--- config.mk ---
export PLATFORM = sky130hd
export DESIGN_NAME = esp_resp_parser
export DESIGN_NICKNAME = d
export VERILOG_FILES = /design/src/rtl/esp_resp_parser.sv
export SDC_FILE = /design/constraint.sdc
export NUM_CORES = 1
export LEC_CHECK = 0
export ABC_CLOCK_PERIOD_IN_PS = 5410
export BUFFER_PORTS_ARGS = -buffer_cell sky130_fd_sc_hd__buf_2
export CAP_MARGIN = 10
export CORE_MARGIN = 2
export CORE_UTILIZATION = 52
export CTS_CLUSTER_DIAMETER = 80
export DETAILED_ROUTE_END_ITERATION = 6
export PLACE_DENSITY_LB_ADDON = 0.3
export SYNTH_ARGS = -nofsm -noshare
export SYNTH_HDL_FRONTEND = slang
export SYNTH_SLANG_ARGS = --single-unit
export TNS_END_PERCENT = 50
--- constraint.sdc ---
create_clock -name clk -period 5.41 [get_ports clk]
set_input_delay 0.8115 -clock clk [delete_from_list [all_inputs] [get_ports clk]]
set_output_delay 0.8115 -clock clk [all_outputs]
set_load 0.1 [all_outputs]
--- src/rtl/esp_resp_parser.sv ---
`default_nettype none
// ============================================================================
//  Module      : esp_resp_parser
//  Description : Splits ESP8266 AT-response bytes into CR/LF lines, pulses on
//                "OK" / "ERROR" / "ready", and streams "+IPD,<len>:" payloads
//                with first/last markers.
//  Revision    : 1.0 - initial release
// ============================================================================
module esp_resp_parser #(
  parameter int MAX_LEN    = 1460,
  parameter int LEN_DIGITS = 4
) (
  input  logic        clk,
  input  logic        rst_n,
  input  logic [7:0]  din,
  input  logic        din_vld,
  output logic        resp_ok,
  output logic        resp_err,
  output logic        resp_rdy,
  output logic        hdr_err,
  output logic [7:0]  pl_data,
  output logic        pl_vld,
  output logic        pl_first,
  output logic        pl_last,
  output logic [10:0] pl_len
);

  localparam int          DW           = $clog2(LEN_DIGITS + 1);
  localparam logic [13:0] c_max_len    = 14'(MAX_LEN);
  localparam logic [DW-1:0] c_len_digits = DW'(LEN_DIGITS);
  localparam logic [7:0]  c_cr         = 8'h0D;
  localparam logic [7:0]  c_lf         = 8'h0A;

  typedef enum logic [1:0] {
    S_LINE    = 2'd0,
    S_LEN     = 2'd1,
    S_SKIP    = 2'd2,
    S_PAYLOAD = 2'd3
  } state_t;

  state_t          state_q, state_d;
  logic [5:0]      cnt_q, cnt_d;
  logic [7:0]      line_q [5];
  logic [7:0]      line_d [5];
  logic [13:0]     acc_q, acc_d;
  logic [DW-1:0]   dig_q, dig_d;
  logic [10:0]     rem_q, rem_d;
  logic            resp_ok_d, resp_err_d, resp_rdy_d, hdr_err_d;
  logic [7:0]      pl_data_d;
  logic            pl_vld_d, pl_first_d, pl_last_d;
  logic [10:0]     pl_len_d;

  logic            w_is_digit;
  logic            w_line_ok, w_line_err, w_line_rdy, w_ipd_prefix;

  assign w_is_digit   = (din >= 8'h30) && (din <= 8'h39);
  // Only the first five characters are kept, so the length check makes the
  // comparison exact (longer lines with a matching prefix do not qualify).
  assign w_line_ok    = (cnt_q == 6'd2) && (line_q[0] == "O") && (line_q[1] == "K");
  assign w_line_err   = (cnt_q == 6'd5) && (line_q[0] == "E") && (line_q[1] == "R") &&
                        (line_q[2] == "R") && (line_q[3] == "O") && (line_q[4] == "R");
  assign w_line_rdy   = (cnt_q == 6'd5) && (line_q[0] == "r") && (line_q[1] == "e") &&
                        (line_q[2] == "a") && (line_q[3] == "d") && (line_q[4] == "y");
  assign w_ipd_prefix = (cnt_q == 6'd4) && (line_q[0] == "+") && (line_q[1] == "I") &&
                        (line_q[2] == "P") && (line_q[3] == "D") && (din == ",");

  // Next-state and registered-output decode; acts only on valid bytes.
  always_comb begin
    state_d    = state_q;
    cnt_d      = cnt_q;
    line_d     = line_q;
    acc_d      = acc_q;
    dig_d      = dig_q;
    rem_d      = rem_q;
    resp_ok_d  = 1'b0;
    resp_err_d = 1'b0;
    resp_rdy_d = 1'b0;
    hdr_err_d  = 1'b0;
    pl_vld_d   = 1'b0;
    pl_first_d = 1'b0;
    pl_last_d  = 1'b0;
    pl_data_d  = pl_data;
    pl_len_d   = pl_len;

    if (din_vld) begin
      case (state_q)
        S_LINE: begin
          if (din == c_lf) begin
            resp_ok_d  = w_line_ok;
            resp_err_d = w_line_err;
            resp_rdy_d = w_line_rdy;
            cnt_d      = 6'd0;
            for (int i = 0; i < 5; i++) line_d[i] = 8'h00;
          end else if (din != c_cr) begin
            if (w_ipd_prefix) begin
              // Header recognised: start a fresh length field.
              state_d = S_LEN;
              acc_d   = 14'd0;
              dig_d   = '0;
              cnt_d   = 6'd0;
              for (int i = 0; i < 5; i++) line_d[i] = 8'h00;
            end else begin
              if (cnt_q < 6'd5) line_d[cnt_q[2:0]] = din;
              if (cnt_q != 6'd63) cnt_d = cnt_q + 6'd1;
            end
          end
        end

        S_LEN: begin
          if (w_is_digit) begin
            if (dig_q == c_len_digits) begin
              hdr_err_d = 1'b1;
              state_d   = S_SKIP;
            end else begin
              acc_d = acc_q * 14'd10 + {10'd0, din[3:0]};
              dig_d = dig_q + 1'b1;
            end
          end else if (din == ":") begin
            if (dig_q == '0) begin
              hdr_err_d = 1'b1;
              state_d   = S_SKIP;
            end else if (acc_q == 14'd0) begin
              state_d = S_LINE;
            end else if (acc_q > c_max_len) begin
              hdr_err_d = 1'b1;
              state_d   = S_SKIP;
            end else begin
              pl_len_d = acc_q[10:0];
              rem_d    = acc_q[10:0];
              state_d  = S_PAYLOAD;
            end
          end else begin
            hdr_err_d = 1'b1;
            state_d   = (din == c_lf) ? S_LINE : S_SKIP;
          end
        end

        S_SKIP: begin
          if (din == c_lf) state_d = S_LINE;
        end

        S_PAYLOAD: begin
          // Payload is opaque: CR/LF are data here.
          pl_vld_d   = 1'b1;
          pl_data_d  = din;
          pl_first_d = (rem_q == pl_len);
          pl_last_d  = (rem_q == 11'd1);
          rem_d      = rem_q - 11'd1;
          if (rem_q == 11'd1) state_d = S_LINE;
        end

        default: state_d = S_LINE;
      endcase
    end
  end

  // State and output registers with asynchronous active-low reset.
  always_ff @(posedge clk or negedge rst_n) begin
    if (!rst_n) begin
      state_q  <= S_LINE;
      cnt_q    <= 6'd0;
      for (int i = 0; i < 5; i++) line_q[i] <= 8'h00;
      acc_q    <= 14'd0;
      dig_q    <= '0;
      rem_q    <= 11'd0;
      resp_ok  <= 1'b0;
      resp_err <= 1'b0;
      resp_rdy <= 1'b0;
      hdr_err  <= 1'b0;
      pl_data  <= 8'h00;
      pl_vld   <= 1'b0;
      pl_first <= 1'b0;
      pl_last  <= 1'b0;
      pl_len   <= 11'd0;
    end else begin
      state_q  <= state_d;
      cnt_q    <= cnt_d;
      line_q   <= line_d;
      acc_q    <= acc_d;
      dig_q    <= dig_d;
      rem_q    <= rem_d;
      resp_ok  <= resp_ok_d;
      resp_err <= resp_err_d;
      resp_rdy <= resp_rdy_d;
      hdr_err  <= hdr_err_d;
      pl_data  <= pl_data_d;
      pl_vld   <= pl_vld_d;
      pl_first <= pl_first_d;
      pl_last  <= pl_last_d;
      pl_len   <= pl_len_d;
    end
  end

endmodule
`default_nettype wire
==> flow_summary.json <==
{
  "drc": 0,
  "grt_overflow": 0,
  "first_iter_violations": 380,
  "num_antenna_cells": 0,
  "reg2reg_depth": 10,
  "clk_pin_slew_ns": 0.09,
  "met2_length_microns": 6468,
  "power_density_nw_per_um2": 311.9,
  "track_usage": 0.2426,
  "port_buffers": 36,
  "final_cell_mix": "dfrtp_1, nand2_1, buf_2",
  "cap_violations": 0,
  "rows": 38,
  "hold_viol_final": 0,
  "tightest_slew_ns": 0.9728,
  "arrival_ns": 3.41,
  "num_vias": 4750,
  "cp_max_fo": 8,
  "yosys_warnings": 0,
  "ioPinCount": 37,
  "die_y_microns": 109.7,
  "r2r-end": "acc_q[13]$_DFFE_PN0P_",
  "r2r-start": "acc_q[1]$_DFFE_PN0P_",
  "dpl_worst_slack_ns": 2.228,
  "core_sq_um": 10890,
  "drt-vias-per-instance": 6.217,
  "timing.final.ws_setup_ns": 2.252,
  "min_path_type": "in -> async",
  "fin_crit_sh": 0.5837,
  "cts_resized": 0,
  "ys_seq_area_frac": 0.4397,
  "end_kind": "flip-flop",
  "syn_nets": 639,
  "wl_met1_microns": 6512,
  "dp.cells": 749,
  "root_buffer": "clkbuf_8",
  "synth_cell_types": 63,
  "wl_met3_microns": 692,
  "drv_slew": 0,
  "synthCells": 596,
  "cts_made_buffers": 9,
  "drtPass1Iterations": 5,
  "grt_pass1_wl_microns": 22620,
  "required_ns": 5.67,
  "leakage_nw": 2.886,
  "nets": 663,
  "worstSetupStartpointType": "flip-flop",
  "start_util": 0.5331,
  "grt_setup_unrepaired": "no",
  "final_common_cell": "dfrtp_1",
  "synth-async-reset-ratio": 1.000,
  "crit_start": "acc_q[1]$_DFFE_PN0P_",
  "clock_sinks": 102,
  "maxUsedRoutingLayer": "met4",
  "max_freq_ghz": 0.3167,
  "stdcell_count": 764,
  "dominantRegCellSynth": "dfrtp_1",
  "syn2layout_area_growth_pct": 7.264,
  "antenna_found_initial": 0,
  "cts_hold_buffers": 0,
  "n_fill_cell": 947,
  "fin_worst_skew_ns": 0.01195,
  "slew_headroom": 0.3514,
  "reg2reg_setup_slack_ns": 2.25,
  "avgSynthCellArea_sq_um": 9.739,
  "crit_type": "reg -> reg",
  "ir_drop_mv": 0.1884,
  "status": "completed",
  "finalCriticalPeriod_ns": 3.158,
  "drive_gt1_frac": 0.1250,
  "gp_congestion": 0.8469,
  "synth_edf_count": 0,
  "clockBufferDepth": 2,
  "drtAntennaViolNets": 0,
  "setup_violations": 0,
  "ys_ff_latch": 102,
  "synth_area_sq_um": 5804,
  "hpwl_microns": 9997,
  "chipWidth_microns": 109.7,
  "wire_per_inst_microns": 18.19,
  "h-tree-depth": 3,
  "cts_tree": "done",
  "clk_latency_ns": 0.38,
  "grt_max_degree": 53,
  "fin_setup_tns_ns": 0,
  "routed_wirelength_microns": 13900,
  "grt_pass1_vias": 4539,
  "fin_hold_ws_ns": 0.4534,
  "post-cts-setup-buffers": 0,
  "die_area_sq_um": 12020
}
-- where the power goes --
part | leakage (nW) | total (mW) | switching (mW) | internal, mW
clock network | 0.102 | 0.489 | 0.252 | 0.237
logic | 1.42 | 0.381 | 0.201 | 0.181
registers | 1.36 | 1.07 | 0.155 | 0.917
-- state kept, by name, summed over array words and instances (netlist names) --
| register | cells |
|---|---|
| pl_last | 1 |
| hdr_err | 1 |
| resp_err | 1 |
| line_q | 40 |
| pl_data | 8 |
| dig_q | 3 |
| acc_q | 14 |
| pl_first | 1 |
| state_q | 2 |
| rem_q | 11 |
| cnt_q | 6 |
| pl_len | 11 |
| resp_rdy | 1 |
| resp_ok | 1 |
| pl_vld | 1 |
-- synthesized netlist by cell type, types with 6 or more instances --
cell type  number  share of area
o21ai_0        30          0.026
nand4_1         9         0.0097
dfrtp_1       102           0.44
nand4b_1        6         0.0091
inv_1          16          0.010
and3_1         11          0.012
nand2_1        98          0.063
o22ai_1        20          0.022
a21o_1          8          0.010
nor3_1         18          0.016
nand3_1        18          0.016
mux2_2          9          0.017
nor2_1         28          0.018
ha_1           30          0.065
xor2_1         10          0.015
nand2b_1        7         0.0075
buf_2           9         0.0078
a21oi_1        15          0.013
clkbuf_1        9         0.0058
xnor2_1        24          0.036
o21ai_1         7         0.0060
a32o_1         20          0.034
nand3b_1        7         0.0091
nor4_1          8         0.0086
-- metal layers --
metal,vias up,track usage
met5,-,0
met4,0,0.08680
met3,19,0.03734
met2,141,0.3818
met1,2365,0.3411
li1,2225,-
-- per-stage QoR --
step	total power, mW	utilization	instance area [sq um]
after global routing	2.041	0.5718	6226
after global placement	1.432	0.5536	6027
final	1.942	0.5718	6226
after detailed placement	1.460	0.5536	6027
after floorplan	1.326	-	5804
after CTS	1.943	0.5718	6226
-- worst max-delay path, cell delays in order, from the launching register on --
cell and delay (ns):
dfrtp_1 0.48, ha_1 0.33, ha_1 0.22, fa_1 0.40
a21o_1 0.20, a221oi_1 0.31, xnor2_1 0.20, nand2_1 0.14
nor4_2 0.41, mux2i_1 0.24, nand4b_1 0.11
-- layout make-up --
type / instances / area (sq um) / area share
Multi-Input combinational cell: 453 / 3045 / 0.4891
Sequential cell: 102 / 2552 / 0.4100
Timing Repair Buffer: 37 / 190.2 / 0.03055
Tap cell: 140 / 175.2 / 0.02814
Clock buffer: 12 / 155.1 / 0.02492
Inverter: 17 / 63.81 / 0.01025
Clock inverter: 3 / 43.79 / 0.007034
-- logic make-up after synthesis --
| logic type | after synthesis | share of synthesized area |
|---|---|---|
| flip-flops | 102 | 0.4398 |
| AND/OR/NAND/NOR | 246 | 0.2263 |
| buffers and inverters | 41 | 0.03557 |
| XOR/XNOR | 34 | 0.05130 |
| adder cells (fa/ha/maj) | 32 | 0.07157 |
| multiplexers | 11 | 0.02091 |
| AO/OA/AOI/OAI | 130 | 0.1546 |
-- how the worst max path moves through the flow --
| stage | to | slack (ns) | depth (start not counted) |
|---|---|---|---|
| 2_1_floorplan | acc_q[13]$_DFFE_PN0P_ | 2.47 | 10 |
| 3_3_place_gp | acc_q[13]$_DFFE_PN0P_ | 2.35 | 10 |
| 3_5_place_dp | line_q[36]$_DFFE_PN0P_ | 2.23 | 8 |
| 4_1_cts | acc_q[13]$_DFFE_PN0P_ | 2.25 | 10 |
| 5_1_grt | acc_q[13]$_DFFE_PN0P_ | 1.97 | 10 |
| 6_report | acc_q[13]$_DFFE_PN0P_ | 2.25 | 10 |
No activity file was read; power rests on OpenSTA's default activity.
